==> config.mk <==
export PLATFORM = sky130hd
export DESIGN_NAME = sfp_ctrl
export DESIGN_NICKNAME = d
export VERILOG_FILES = /design/src/rtl/sfp_ctrl.sv
export SDC_FILE = /design/constraint.sdc
export NUM_CORES = 1
export LEC_CHECK = 0
export ABC_CLOCK_PERIOD_IN_PS = 4200
export CORE_UTILIZATION = 57
export CTS_BUF_LIST = sky130_fd_sc_hd__clkbuf_16
export DETAILED_ROUTE_END_ITERATION = 12
export DONT_BUFFER_PORTS = 1
export GPL_TIMING_DRIVEN = 1
export PLACE_DENSITY = 0.69
export SYNTH_ARGS = -nofsm -noshare
export SYNTH_HDL_FRONTEND = slang
export SYNTH_SLANG_ARGS = --single-unit
==> constraint.sdc <==
create_clock -name clk -period 4.2 [get_ports clk]
set_clock_uncertainty 0.2 [all_clocks]
set_input_delay 0.42 -clock clk [delete_from_list [all_inputs] [get_ports clk]]
set_output_delay 0.42 -clock clk [all_outputs]
set_load 0.01 [all_outputs]
==> src/rtl/sfp_ctrl.sv <==
// sfp_ctrl -- psum accumulation sequencer for one layer.
// For every kernel position it pops N_OUT OFIFO rows and does a read/write
// pass over the psum SRAM: the first position seeds each row (passthrough),
// later positions accumulate. An optional ReLU pass then rewrites every row
// before done is pulsed.
//
// Ports
//   clk, reset_n        clock, async active-low reset
//   start               one-cycle layer start (honoured only when idle)
//   relu_en             final ReLU pass enable, latched with start
//   ofifo_valid         an OFIFO row is available
//   ofifo_rd            OFIFO pop (data valid the next cycle)
//   sram_cen/sram_wen   psum SRAM enables, active-low (wen=1 is a read)
//   sram_addr           psum SRAM row
//   sfp_accum           sfp adds psum + ofifo
//   sfp_passthrough     sfp forwards ofifo only
//   sfp_actFunc         sfp activation select, tied to 2'b00
//   kij_cnt             current kernel position
//   busy, done          status; done pulses for one cycle at layer end
//
// state     | meaning
// S_IDLE    | waiting for start
// S_ACC_RD  | pop OFIFO row and read psum row (stalls while ofifo_valid=0)
// S_ACC_WR  | write seeded/accumulated psum row
// S_RELU_RD | read psum row for ReLU
// S_RELU_WR | write ReLU result
// S_DONE    | one-cycle completion pulse
module sfp_ctrl #(
  parameter int N_KIJ   = 9,
  parameter int N_OUT   = 16,
  parameter int addr_bw = 4
) (
  input  logic               clk,
  input  logic               reset_n,
  input  logic               start,
  input  logic               relu_en,
  input  logic               ofifo_valid,
  output logic               ofifo_rd,
  output logic               sram_cen,
  output logic               sram_wen,
  output logic [addr_bw-1:0] sram_addr,
  output logic               sfp_accum,
  output logic               sfp_passthrough,
  output logic [1:0]         sfp_actFunc,
  output logic [3:0]         kij_cnt,
  output logic               busy,
  output logic               done
);

  typedef enum logic [2:0] {
    S_IDLE, S_ACC_RD, S_ACC_WR, S_RELU_RD, S_RELU_WR, S_DONE
  } state_t;

  localparam logic [addr_bw-1:0] ADDR_LAST = addr_bw'(N_OUT - 1);
  localparam logic [3:0]         KIJ_LAST  = 4'(N_KIJ - 1);

  state_t             r_state;
  logic [addr_bw-1:0] r_addr;
  logic [3:0]         r_kij;
  logic               r_relu;

  always_ff @(posedge clk or negedge reset_n) begin
    if (!reset_n) begin
      r_state <= S_IDLE;
      r_addr  <= '0;
      r_kij   <= '0;
      r_relu  <= 1'b0;
    end else begin
      case (r_state)
        S_IDLE: begin
          if (start) begin
            r_state <= S_ACC_RD;
            r_addr  <= '0;
            r_kij   <= '0;
            r_relu  <= relu_en;
          end
        end
        S_ACC_RD: begin
          if (ofifo_valid) r_state <= S_ACC_WR;
        end
        S_ACC_WR: begin
          if (r_addr != ADDR_LAST) begin
            r_addr  <= r_addr + 1'b1;
            r_state <= S_ACC_RD;
          end else begin
            r_addr <= '0;
            if (r_kij != KIJ_LAST) begin
              r_kij   <= r_kij + 4'd1;
              r_state <= S_ACC_RD;
            end else begin
              r_state <= r_relu ? S_RELU_RD : S_DONE;
            end
          end
        end
        S_RELU_RD: r_state <= S_RELU_WR;
        S_RELU_WR: begin
          if (r_addr != ADDR_LAST) begin
            r_addr  <= r_addr + 1'b1;
            r_state <= S_RELU_RD;
          end else begin
            r_addr  <= '0;
            r_state <= S_DONE;
          end
        end
        S_DONE:  r_state <= S_IDLE;
        default: r_state <= S_IDLE;
      endcase
    end
  end

  // Outputs are a pure decode of registered state; the only input in the
  // decode is ofifo_valid, which gates the pop and read in ACC_RD.
  always_comb begin
    ofifo_rd        = 1'b0;
    sram_cen        = 1'b1;
    sram_wen        = 1'b1;
    sfp_accum       = 1'b0;
    sfp_passthrough = 1'b0;
    done            = 1'b0;
    case (r_state)
      S_ACC_RD: begin
        ofifo_rd = ofifo_valid;
        sram_cen = ~ofifo_valid;
      end
      S_ACC_WR: begin
        sram_cen        = 1'b0;
        sram_wen        = 1'b0;
        sfp_passthrough = (r_kij == 4'd0);
        sfp_accum       = (r_kij != 4'd0);
      end
      S_RELU_RD: sram_cen = 1'b0;
      S_RELU_WR: begin
        sram_cen = 1'b0;
        sram_wen = 1'b0;
      end
      S_DONE:  done = 1'b1;
      default: ;
    endcase
  end

  assign sram_addr   = r_addr;
  assign kij_cnt     = r_kij;
  assign sfp_actFunc = 2'b00;
  assign busy        = (r_state != S_IDLE);

endmodule
==> results.json <==
{
  "post_cts_resized": 0,
  "critPathLaunchType": "register",
  "slew_viol_final": 0,
  "required_ns": 3.58,
  "timing.rr.start": "r_state[1]",
  "ys_warn_count": 0,
  "timing.final.crit_share": 0.5782,
  "n_antenna_cell": 0,
  "max_freq_mhz": 411.8,
  "critPathMaxStageDelay_ns": 0.74,
  "crit_fanout": 20,
  "htreeDepth": 1,
  "clk_latency_ns": 0.23,
  "clkTransAtPathRegs_ns": 0.04,
  "dp.cells": 101,
  "fin_setup_tns_ns": 0,
  "fin_cells": 106,
  "max-cap-violations": 0,
  "finalSetupViolCount": 0,
  "cts_buffers": 3,
  "endpoint": "sfp_passthrough",
  "dieArea_mm2": 0.001672,
  "initial_utilization": 0.6386,
  "r2r_end": "kij_cnt[3]",
  "synthCells": 93,
  "die_y_um": 40.89,
  "firstDrtPassIters": 4,
  "synth_top_area_frac": 0.3483,
  "cellLeakagePower_nw": 0.4010,
  "synth-seq-cells": 12,
  "r2r_slack_ns": 2.18,
  "synthTopCellsByArea": "dfrtp_1 35%, ha_1 4.4%, nand3_1 3.5%",
  "grt_setup_unrepaired": "no",
  "synth_edf_count": 0,
  "avgSynthCellArea_um2": 9.270,
  "synthesis.area_um2": 862.1,
  "port_buffers": 0,
  "crit_chain": "or3b_4 > nor3_1",
  "slowest_stage": "dfrtp_1",
  "dpl.hpwl_um": 1083,
  "async_reset_ff_frac": 1.000,
  "layout_common_cells": "12 x dfrtp_1, 8 x nor2_1, 7 x inv_1",
  "end_kind": "output pin",
  "gp_congestion": 0.7539,
  "final_antenna_net_count": 0,
  "fill_cells": 109,
  "hold_viol_final": 0,
  "cts.sinks": 12,
  "overflow": 0,
  "routed_wl_um": 1589,
  "slew_headroom": 0.5780,
  "worstPathArrival_ns": 1.81,
  "synthFlopType": "dfrtp_1",
  "vias": 665,
  "post-cts-setup-buffer-count": 0,
  "final_common_cell": "dfrtp_1",
  "ios": 22,
  "cts_tree": "yes",
  "track_usage": 0.2279,
  "wl_per_cell_um": 14.99,
  "area_growth_pct": 7.402,
  "yosysUniqueCellTypes": 43,
  "min-delay-start": "relu_en",
  "nNetsFinal": 100,
  "chipWidth_um": 40.89,
  "drtIter0Drc": 12,
  "grt_start_max_net_pins": 21,
  "crit_path_start": "r_state[1]",
  "antenna_found_initial": 0,
  "critical_path_class": "reg -> out",
  "period_needed_ns": 2.429,
  "route.detailed.vias_per_inst": 6.274,
  "tightestPinTransition_ns": 0.6330,
  "layout-drive-gt1-share": 0.07692,
  "status": "completed",
  "worstHoldPathType": "in -> reg",
  "yosysTopAreaCell": "dfrtp_1",
  "ir_worst_vdd_mv": 0.5206,
  "synth.yosys.seq_area_share": 0.3483,
  "cts_root_buffer": "clkbuf_16",
  "grt_pass1_wl_um": 2463,
  "core_area_mm2": 0.001350,
  "worstRegToRegCells": 3,
  "grt_pass1_vias": 548,
  "core.rowCount": 13,
  "clockBufferDepth": 2,
  "cellPowerDensity_mw_per_mm2": 666.0,
  "drc": 0
}
-- kinds of logic after synthesis --
group                      after synthesis  synth area share
muxes                                    3           0.04063
and+or+nand+nor                         34            0.2395
adders and majority gates                3           0.04355
buffers and inverters                   15           0.08563
AOI/OAI and AO/OA                       24            0.2279
other                                    1          0.004350
DFF                                     12            0.3483
xor gates and xnor gates                 1           0.01016
-- power by group --
part | internal (mW) | switching [mW] | total [mW] | leakage (nW)
clock network | 0.125 | 0.0451 | 0.170 | 0.0385
registers | 0.149 | 0.0880 | 0.237 | 0.160
logic | 0.100 | 0.109 | 0.209 | 0.202
-- worst max-delay path, delay by kind of cell (launching register included) --
kind             cells  cell delay (ns)
AND/OR/NAND/NOR      2             0.83
flip-flops           1             0.74
-- metal layers --
layer / part of all wire / track usage / wire length [µm] / up-vias
met3: 0.053 / 0.07609 / 84 / 2
met1: 0.48 / 0.3087 / 769 / 304
li1: - / - / - / 337
met2: 0.45 / 0.3359 / 722 / 22
met4: 0.0076 / 0.07500 / 12 / 0
met5: 0 / 0 / 0 / -
-- what timing repair did --
action                                 in CTS  in global routing
hold buffers                                1                  0
setup endpoints to repair                   0                  0
endpoints found under the hold margin      12                  0
-- per-stage QoR --
step	total power [mW]	instance area, µm²	setup WS [ns]	hold WS [ns]	util
after detailed placement	0.4449	837.1	2.028	-0.07537	0.6200
after global routing	0.6759	925.9	1.635	0.1244	0.6858
after CTS	0.6218	925.9	1.778	0.1278	0.6858
after global placement	0.4385	837.1	2.040	-0.07537	0.6200
after floorplan	0.4150	865.8	2.338	-0.07559	-
final	0.6166	925.9	1.771	0.1323	0.6858
-- how the worst min path moves through the flow --
stage / endpoint / cells past startpoint
finish: r_relu / 1
global route: r_relu / 1
CTS: r_relu / 1
detailed placement: kij_cnt[0] / 0
global placement: kij_cnt[0] / 0
floorplan: kij_cnt[0] / 0
-- state kept, by name (all words and copies together) (netlist names) --
signal and cells:
r_relu 1, sram_addr 4, kij_cnt 4, r_state 3
-- Yosys cell counts (all sizes together), types with 2 or more instances --
| master | number |
|---|---|
| a22o | 2 |
| a31oi | 2 |
| o211ai | 2 |
| nand3 | 6 |
| inv | 7 |
| nand2b | 3 |
| nor3b | 3 |
| mux2i | 2 |
| buf | 5 |
| clkbuf | 3 |
| nand2 | 2 |
| a2111oi | 2 |
| o311ai | 3 |
| dfrtp | 12 |
| nor3 | 2 |
| o31ai | 2 |
| nor2 | 8 |
| ha | 3 |
| a21oi | 4 |
-- layout make-up --
type,instances,area (µm²),area share
repair buffers,1,10.01,0.01081
well taps,15,18.77,0.02027
flip-flops and latches,12,300.3,0.3243
multi-input cells,67,491.7,0.5311
clock inverters,1,3.754,0.004054
clock buffers,3,75.07,0.08108
inverters,7,26.28,0.02838
(Power assumes the default switching activity.)
